--- src/rtl/counter_updown_n.sv ---
// Parametrised up/down counter with modulus, wrap/saturate ends, synchronous
// clear/load and edge- or level-qualified count requests. Wrap pulses let
// instances cascade as digits (wrap_up/wrap_dn drive the next digit's inc/dec).
module counter_updown_n #(
    parameter int unsigned     WIDTH     = 16,
    parameter longint unsigned MAX_COUNT = (64'd1 << WIDTH) - 64'd1,
    parameter bit              SATURATE  = 1'b0,
    parameter bit              EDGE_MODE = 1'b1
) (
    input  logic             clk,
    input  logic             reset_n,
    input  logic             inc,
    input  logic             dec,
    input  logic             clr,
    input  logic             load,
    input  logic [WIDTH-1:0] load_val,
    output logic [WIDTH-1:0] count,
    output logic             at_max,
    output logic             at_min,
    output logic             wrap_up,
    output logic             wrap_dn
);

    localparam logic [WIDTH-1:0] MAX_V = MAX_COUNT[WIDTH-1:0];
    localparam logic [WIDTH-1:0] ONE_V = WIDTH'(1);

    logic             inc_q;
    logic             dec_q;
    logic             up_ev;
    logic             dn_ev;
    logic [WIDTH-1:0] count_nxt;
    logic             wrap_up_nxt;
    logic             wrap_dn_nxt;

    // Request history for edge detection; resets high so a level held across
    // reset release is not mistaken for a fresh edge.
    always_ff @(posedge clk or negedge reset_n) begin
        if (!reset_n) begin
            inc_q <= 1'b1;
            dec_q <= 1'b1;
        end else begin
            inc_q <= inc;
            dec_q <= dec;
        end
    end

    // Qualify requests as rising edges or as levels.
    always_comb begin
        up_ev = inc;
        dn_ev = dec;
        if (EDGE_MODE) begin
            up_ev = inc & ~inc_q;
            dn_ev = dec & ~dec_q;
        end
    end

    // Next count: clear beats load beats a single count event; ends are
    // compared explicitly against MAX_V so non-power-of-2 moduli are exact.
    always_comb begin
        count_nxt   = count;
        wrap_up_nxt = 1'b0;
        wrap_dn_nxt = 1'b0;
        if (clr) begin
            count_nxt = '0;
        end else if (load) begin
            count_nxt = (load_val > MAX_V) ? MAX_V : load_val;
        end else if (up_ev && !dn_ev) begin
            if (count >= MAX_V) begin
                if (!SATURATE) begin
                    count_nxt   = '0;
                    wrap_up_nxt = 1'b1;
                end
            end else begin
                count_nxt = count + ONE_V;
            end
        end else if (dn_ev && !up_ev) begin
            if (count == '0) begin
                if (!SATURATE) begin
                    count_nxt   = MAX_V;
                    wrap_dn_nxt = 1'b1;
                end
            end else begin
                count_nxt = count - ONE_V;
            end
        end
    end

    // Count and wrap pulses are registered together.
    always_ff @(posedge clk or negedge reset_n) begin
        if (!reset_n) begin
            count   <= '0;
            wrap_up <= 1'b0;
            wrap_dn <= 1'b0;
        end else begin
            count   <= count_nxt;
            wrap_up <= wrap_up_nxt;
            wrap_dn <= wrap_dn_nxt;
        end
    end

    // End-of-range flags decoded straight from the count register.
    always_comb begin
        at_max = (count == MAX_V);
        at_min = (count == '0);
    end

endmodule

--- config.mk ---
export PLATFORM = sky130hd
export DESIGN_NAME = counter_updown_n
export DESIGN_NICKNAME = d
export VERILOG_FILES = /design/src/rtl/counter_updown_n.sv
export SDC_FILE = /design/constraint.sdc
export NUM_CORES = 1
export LEC_CHECK = 0
export ABC_AREA = 1
export CAP_MARGIN = 20
export CORE_MARGIN = 10
export CORE_UTILIZATION = 52
export CTS_BUF_LIST = sky130_fd_sc_hd__clkbuf_16
export CTS_CLUSTER_DIAMETER = 80
export DETAILED_ROUTE_END_ITERATION = 6
export PLACE_DENSITY = 0.81
export SLEW_MARGIN = 10
export SYNTH_ARGS = -nofsm -noshare
export SYNTH_HDL_FRONTEND = slang
export SYNTH_SLANG_ARGS = --single-unit
export TNS_END_PERCENT = 1
--- constraint.sdc ---
create_clock -name clk -period 2.08 [get_ports clk]
set_input_delay 0.624 -clock clk [delete_from_list [all_inputs] [get_ports clk]]
set_output_delay 0.624 -clock clk [all_outputs]
set_load 0.05 [all_outputs]
==> results.cfg, run 1 <==
[pwr]
peakVddDrop_v = 0.000390
p_switching_mw = 0.768
sequentialPowerShare = 0.280
p_sw_frac = 0.432
power_frac_clock = 0.237
power.internal_mw = 1.01
power_density_mw_per_mm2 = 619
pwr-share-comb = 0.483
p_leak_nw = 1.46

[synth]
avgSynthCellArea_um2 = 5.76
synth_largest_area_cell = nand2_1
ys_warn_count = 0
synth.top_cell.area_share = 0.226
synth_area_leaders = nand2_1 23%, dfrtp_1 21%, nor2_1 12%, nand3_1 8.4%, inv_1 5.7%
synthesis.nets = 391
ys_types = 26
synth_cells = 364
synth-seq-area-share = 0.240
ys_ff_latch = 20
syn-cell-area_mm2 = 0.00210

[placement]
place_area_mm2 = 0.00273
place_inst = 467
routabilityCongestion = 1.00
io_buffers = 41
hpwl_mm = 5.19

[sta]
fin_crit_sh = 1.06
worst_pin_slew_ns = 0.327
holdWs_ns = 0.615
finalSetupViolations = 2
maxSlewViolCount = 0
hold_viol_final = 0
fin_skew_ns = 0.00521
timing.fmax_mhz = 454
period_needed_ns = 2.20
maxSlewHeadroom = 0.782
worst_slack_ns = -0.124
rsz0062_at_grt = yes

[finish]
final_util = 0.729
drive_gt1_frac = 0.235
diodes = 0
layout_commonest_cell = nand2_1
mostFrequentLayoutCells = 126 x nand2_1, 63 x nor2_1, 46 x buf_4, 34 x nand3_1, 31 x inv_1
multi_input_area_mm2 = 0.00139
register_area_um2 = 513
final_cell_area_mm2 = 0.00287
final_net_count = 454
fin_cells = 476
fillCellCount = 348
area_growth_pct = 37.1

[clock_tree]
cts.sinks = 20
clockBufferDepth = 2
root_buffer = clkbuf_16
cts_max_level = 1
cts_tree = done
worstSkewPairLatency_ns = 0.26
clkSlewWorstSetupHoldPaths_ns = 0.06
cts_buffers = 3

[route]
drt_first_iter_violations = 318
wl_met2_mm = 3.26
avgViaCountPerCell = 5.36
top_layer = met4
antenna_left = 0
wl_per_cell_um = 14.7
drc_errors = 0
dr.pass1.iters = 5
vias = 2549
wl_met3_um = 588
m1WireLength_mm = 3.06
routed_wl_mm = 6.98

[critical_path]
cp.arrival_ns = 1.58
cpMostUsedCell = nor2_4
crit_chain = ha_4 > nand2_4 > nor2_4 > nand2_2 > nor2_4 > nand2_2 > nor2_4 > buf_12
criticalPathCategory = reg -> out
cp.required_ns = 1.46
path_delay_family = simple AND/OR/NAND/NOR gates
critPathSlowestCell = dfrtp_2
worst-path-buf-inv = 1
worstSetupEndpointType = output pin
crit_fanout = 3
max_stage_delay_ns = 0.41
startpoint_type = register

[outcome]
violations = negative setup slack
status = finished with violations

[floorplan]
rows = 23
die_area_mm2 = 0.00697
die_w_um = 83.5
core_mm2 = 0.00394
ios = 42
fp.dieH_um = 83.5
start_util = 0.532

[run]
max_cap_violations = 0

[grt]
grt_overflow = 0
antenna_found_initial = 0
track_usage = 0.195
grt_pass1_wl_mm = 11.6
grt_max_degree = 31
grt_pass1_vias = 2393

[worst_hold_path]
hold_class = reg -> reg
routing by layer:
metal	GRT usage	vias up
met4	0.0502	0
met1	0.262	1159
met3	0.0293	9
li1	-	1241
met2	0.314	140
met5	0	-
per-stage QoR:
stage	setup WS [ns]	total power, mW	TNS [ns]
finish	-0.124	1.78	-0.177
CTS	-0.102	1.76	-0.162
detailed placement	-0.354	1.32	-5.06
global placement	-0.288	1.31	-4.20
floorplan	-0.0805	1.04	-0.103
global route	-0.221	1.87	-1.19
power groups by stage:
stage | Combinational, mW | Sequential, mW | Clock [mW]
floorplan | 0.432 | 0.612 | 0
global placement | 0.805 | 0.505 | 0
detailed placement | 0.813 | 0.506 | 0
CTS | 0.845 | 0.495 | 0.418
global route | 0.934 | 0.503 | 0.436
finish | 0.858 | 0.499 | 0.422
registers in the layout (all words and copies together) (netlist names):
name	flops
count	16
dec_q	1
inc_q	1
wrap_dn	1
wrap_up	1
final cells by class:
class / count / area share
tap: 50 / 0.0218
sequential: 20 / 0.178
clock buffer: 3 / 0.0261
clock inverter: 1 / 0.00131
timing repair buffer: 73 / 0.235
inverter: 40 / 0.0544
multi-input combinational: 289 / 0.483
cell usage after synthesis, drive strengths merged:
master  number
a21oi        4
buf         12
clkbuf       3
clkinv       1
dfrtp       18
dfstp        2
ha           5
inv         39
nand2      135
nand3       35
nand4        3
nor2        77
nor3         2
o21ai       19
o22ai        1
xnor2        1
xor2         7
kinds of logic after synthesis:
logic type,after synthesis,share of synthesized area
simple gates,252,0.514
buf+inv,55,0.119
compound gates,24,0.0633
flops,20,0.240
xor+xnor,8,0.0334
fa+ha+maj,5,0.0299
tightest hold or removal path, delay by kind of cell, from the launching register on:
| kind | cells | cell delay (ns) |
|---|---|---|
| and+or+nand+nor | 2 | 0.14 |
| DFF | 1 | 0.44 |
timing repair:
item                       in CTS  in global routing
setup endpoints to repair      16                 18
pin swaps                       3                  0
hold buffers                    0                  0
setup buffers                   5                  0
gates resized for setup         5                  3
worst paths after layout:
path | end | depth (start not counted) | from | slack [ns]
worst min register to register | count[14]$_DFFE_PN0P_ | 2 | count[14]$_DFFE_PN0P_ | 0.61
max in group asynchronous | inc_q$_DFF_PN1_ | 2 | reset_n | 1.07
worst max register to register | count[5]$_DFFE_PN0P_ | 14 | count[0]$_DFFE_PN0P_ | 0.22
worst max-delay path | at_max | 8 | count[0]$_DFFE_PN0P_ | -0.12
worst min-delay path | count[14]$_DFFE_PN0P_ | 2 | count[14]$_DFFE_PN0P_ | 0.61
min in group asynchronous | count[13]$_DFFE_PN0P_ | 2 | reset_n | 0.72
Power figures use the tool's default switching activity.
==> run 2: changes to the inputs <==
--- a/config.mk
+++ b/config.mk
@@ -6,7 +6,6 @@
 export NUM_CORES = 1
 export LEC_CHECK = 0
 export ABC_AREA = 1
-export CAP_MARGIN = 20
 export CORE_MARGIN = 10
 export CORE_UTILIZATION = 52
 export CTS_BUF_LIST = sky130_fd_sc_hd__clkbuf_16
==> constraint.sdc (replaced) <==
create_clock -name clk -period 2.08 [get_ports clk]
set_input_delay 0.624 -clock clk [delete_from_list [all_inputs] [get_ports clk]]
set_output_delay 0.624 -clock clk [all_outputs]
set_load 0.1 [all_outputs]
==> run 2 against run 1 <==
Net effect:
- the flow still finishes with violations (negative setup slack)
- critical path depth is the same
- largest power group unchanged
- final cell count is the same
- non-clock buffer count is the same
- sequential power grew 6.8%
- core utilization grew 6.1 points
- die area is the same
- global-route usage grew 0.84 points
- sequential share of layout area shrank 0.46 points
- via count grew 2.7%
- clock skew is essentially flat
- setup slack lost 0.044 ns
==> results.cfg, run 2 (synthesized netlist as in run 1, its figures left out) <==
[sta]
fin_crit_sh = 1.08
period_needed_ns = 2.25
worst_slack_ns = -0.168
maxSlewHeadroom = 0.779
fin_tns_setup_ns = -0.301
holdWs_ns = 0.612
hold_viol_final = 0
worst_pin_slew_ns = 0.331
maxSlewViolCount = 0
finalSetupViolations = 2
timing.fmax_mhz = 445
fin_skew_ns = 0.00490
rsz0062_at_grt = yes

[floorplan]
core_mm2 = 0.00394
start_util = 0.532
fp.dieH_um = 83.5
die_area_mm2 = 0.00697
die_w_um = 83.5
ios = 42
rows = 23

[finish]
diodes = 0
drive_gt1_frac = 0.265
final_net_count = 454
regMostFlops = count
mostFrequentLayoutCells = 125 x nand2_1, 61 x nor2_1, 33 x nand3_1, 31 x buf_4, 30 x inv_1
layout_commonest_cell = nand2_1
final_util = 0.790
area_growth_pct = 48.7
largest_register_ffs = 16

[placement]
routabilityCongestion = 1.02
hpwl_mm = 5.44
dp_worst_setup_slack_ns = -0.366
io_buffers = 41

[route]
vias = 2618
wl_per_cell_um = 15.2
antenna_left = 0
avgViaCountPerCell = 5.50
routed_wl_mm = 7.24
dr.pass1.iters = 5
drc_errors = 0
drt_first_iter_violations = 275

[outcome]
status = finished with violations
violations = negative setup slack

[critical_path]
reg2reg_from = count[1]$_DFFE_PN0P_
cp.arrival_ns = 1.62
crit_fanout = 4
worstSetupEndpointType = output pin
r2r_cells = 12
cp.required_ns = 1.46
r2r_slack_ns = 0.14
criticalPathCategory = reg -> out
startpoint_type = register
r2r_end = wrap_up$_DFF_PN0_

[grt]
grt_max_degree = 31
grt_pass1_vias = 2432
track_usage = 0.203
grt_pass1_wl_mm = 12.0
grt_overflow = 0
antenna_found_initial = 0

[worst_hold_path]
hold_depth = 2
hold_end = count[14]$_DFFE_PN0P_
hold_class = reg -> reg
min_from = count[14]$_DFFE_PN0P_

[pwr]
pwr-share-comb = 0.537
sequentialPowerShare = 0.261
p_switching_mw = 0.937
power.internal_mw = 1.11
p_leak_nw = 1.51
peakVddDrop_v = 0.000500
power_frac_clock = 0.202
p_sw_frac = 0.459
power_density_mw_per_mm2 = 656

[clock_tree]
hold_buffers = 0
root_buffer = clkbuf_16
cts_buffers = 3
clockBufferDepth = 2
cts.sinks = 20
clkSlewWorstSetupHoldPaths_ns = 0.06
cts_tree = done
worstSkewPairLatency_ns = 0.26
cts_max_level = 1

[run]
max_cap_violations = 0
run 2: power groups by stage:
stage	combinational (mW)	sequential [mW]	clock, mW
6_report	1.10	0.533	0.412
5_1_grt	1.17	0.538	0.437
4_1_cts	1.08	0.529	0.415
3_5_place_dp	1.04	0.537	0
3_3_place_gp	1.03	0.538	0
2_1_floorplan	0.436	0.766	0
run 2: worst max-delay path, cell delays in order (launching register included):
cell and delay [ns]:
dfrtp_4 0.45, ha_4 0.15, nand2_4 0.06, nor2_4 0.11
nand2_2 0.09, nor2_4 0.11, nand2_2 0.09, nor2_4 0.13
buf_12 0.18
run 2: worst max-delay path by stage:
stage	startpoint	endpoint	slack, ns	cells past startpoint
6_report	count[1]$_DFFE_PN0P_	at_max	-0.17	8
5_1_grt	count[1]$_DFFE_PN0P_	at_max	-0.25	8
4_1_cts	count[1]$_DFFE_PN0P_	at_max	-0.15	8
3_5_place_dp	inc	count[4]$_DFFE_PN0P_	-0.37	12
3_3_place_gp	inc	count[9]$_DFFE_PN0P_	-0.31	12
2_1_floorplan	count[1]$_DFFE_PN0P_	at_max	-0.35	7
run 2: cell type report:
| type | count | area (µm²) |
|---|---|---|
| multi-input combinational | 289 | 1410 |
| timing repair buffer | 73 | 863 |
| fill | 292 | 827 |
| sequential | 20 | 542 |
| inverter | 40 | 156 |
| clock buffer | 3 | 75.1 |
| tap | 50 | 62.6 |
| clock inverter | 1 | 3.75 |
run 2: stage by stage:
stage / cell area [µm²] / total power, mW / instances
6_report: 3120 / 2.04 / 476
5_1_grt: 3120 / 2.14 / 476
4_1_cts: 3100 / 2.02 / 476
3_5_place_dp: 2960 / 1.58 / 468
3_3_place_gp: 2960 / 1.57 / 468
2_1_floorplan: 2160 / 1.20 / 364
run 2: layer usage:
layer,wire [µm],share of wire,global-route usage,vias up
met3,725,0.10,0.0342,22
met4,175,0.024,0.0670,0
met5,0,0,0,-
li1,-,-,-,1239
met1,3020,0.42,0.263,1185
met2,3330,0.46,0.331,172
run 2: what timing repair did:
action,in CTS,in global routing
buffers inserted,4,0
gates resized for setup,9,5
pin swaps,4,1
endpoints found under the setup margin,17,19
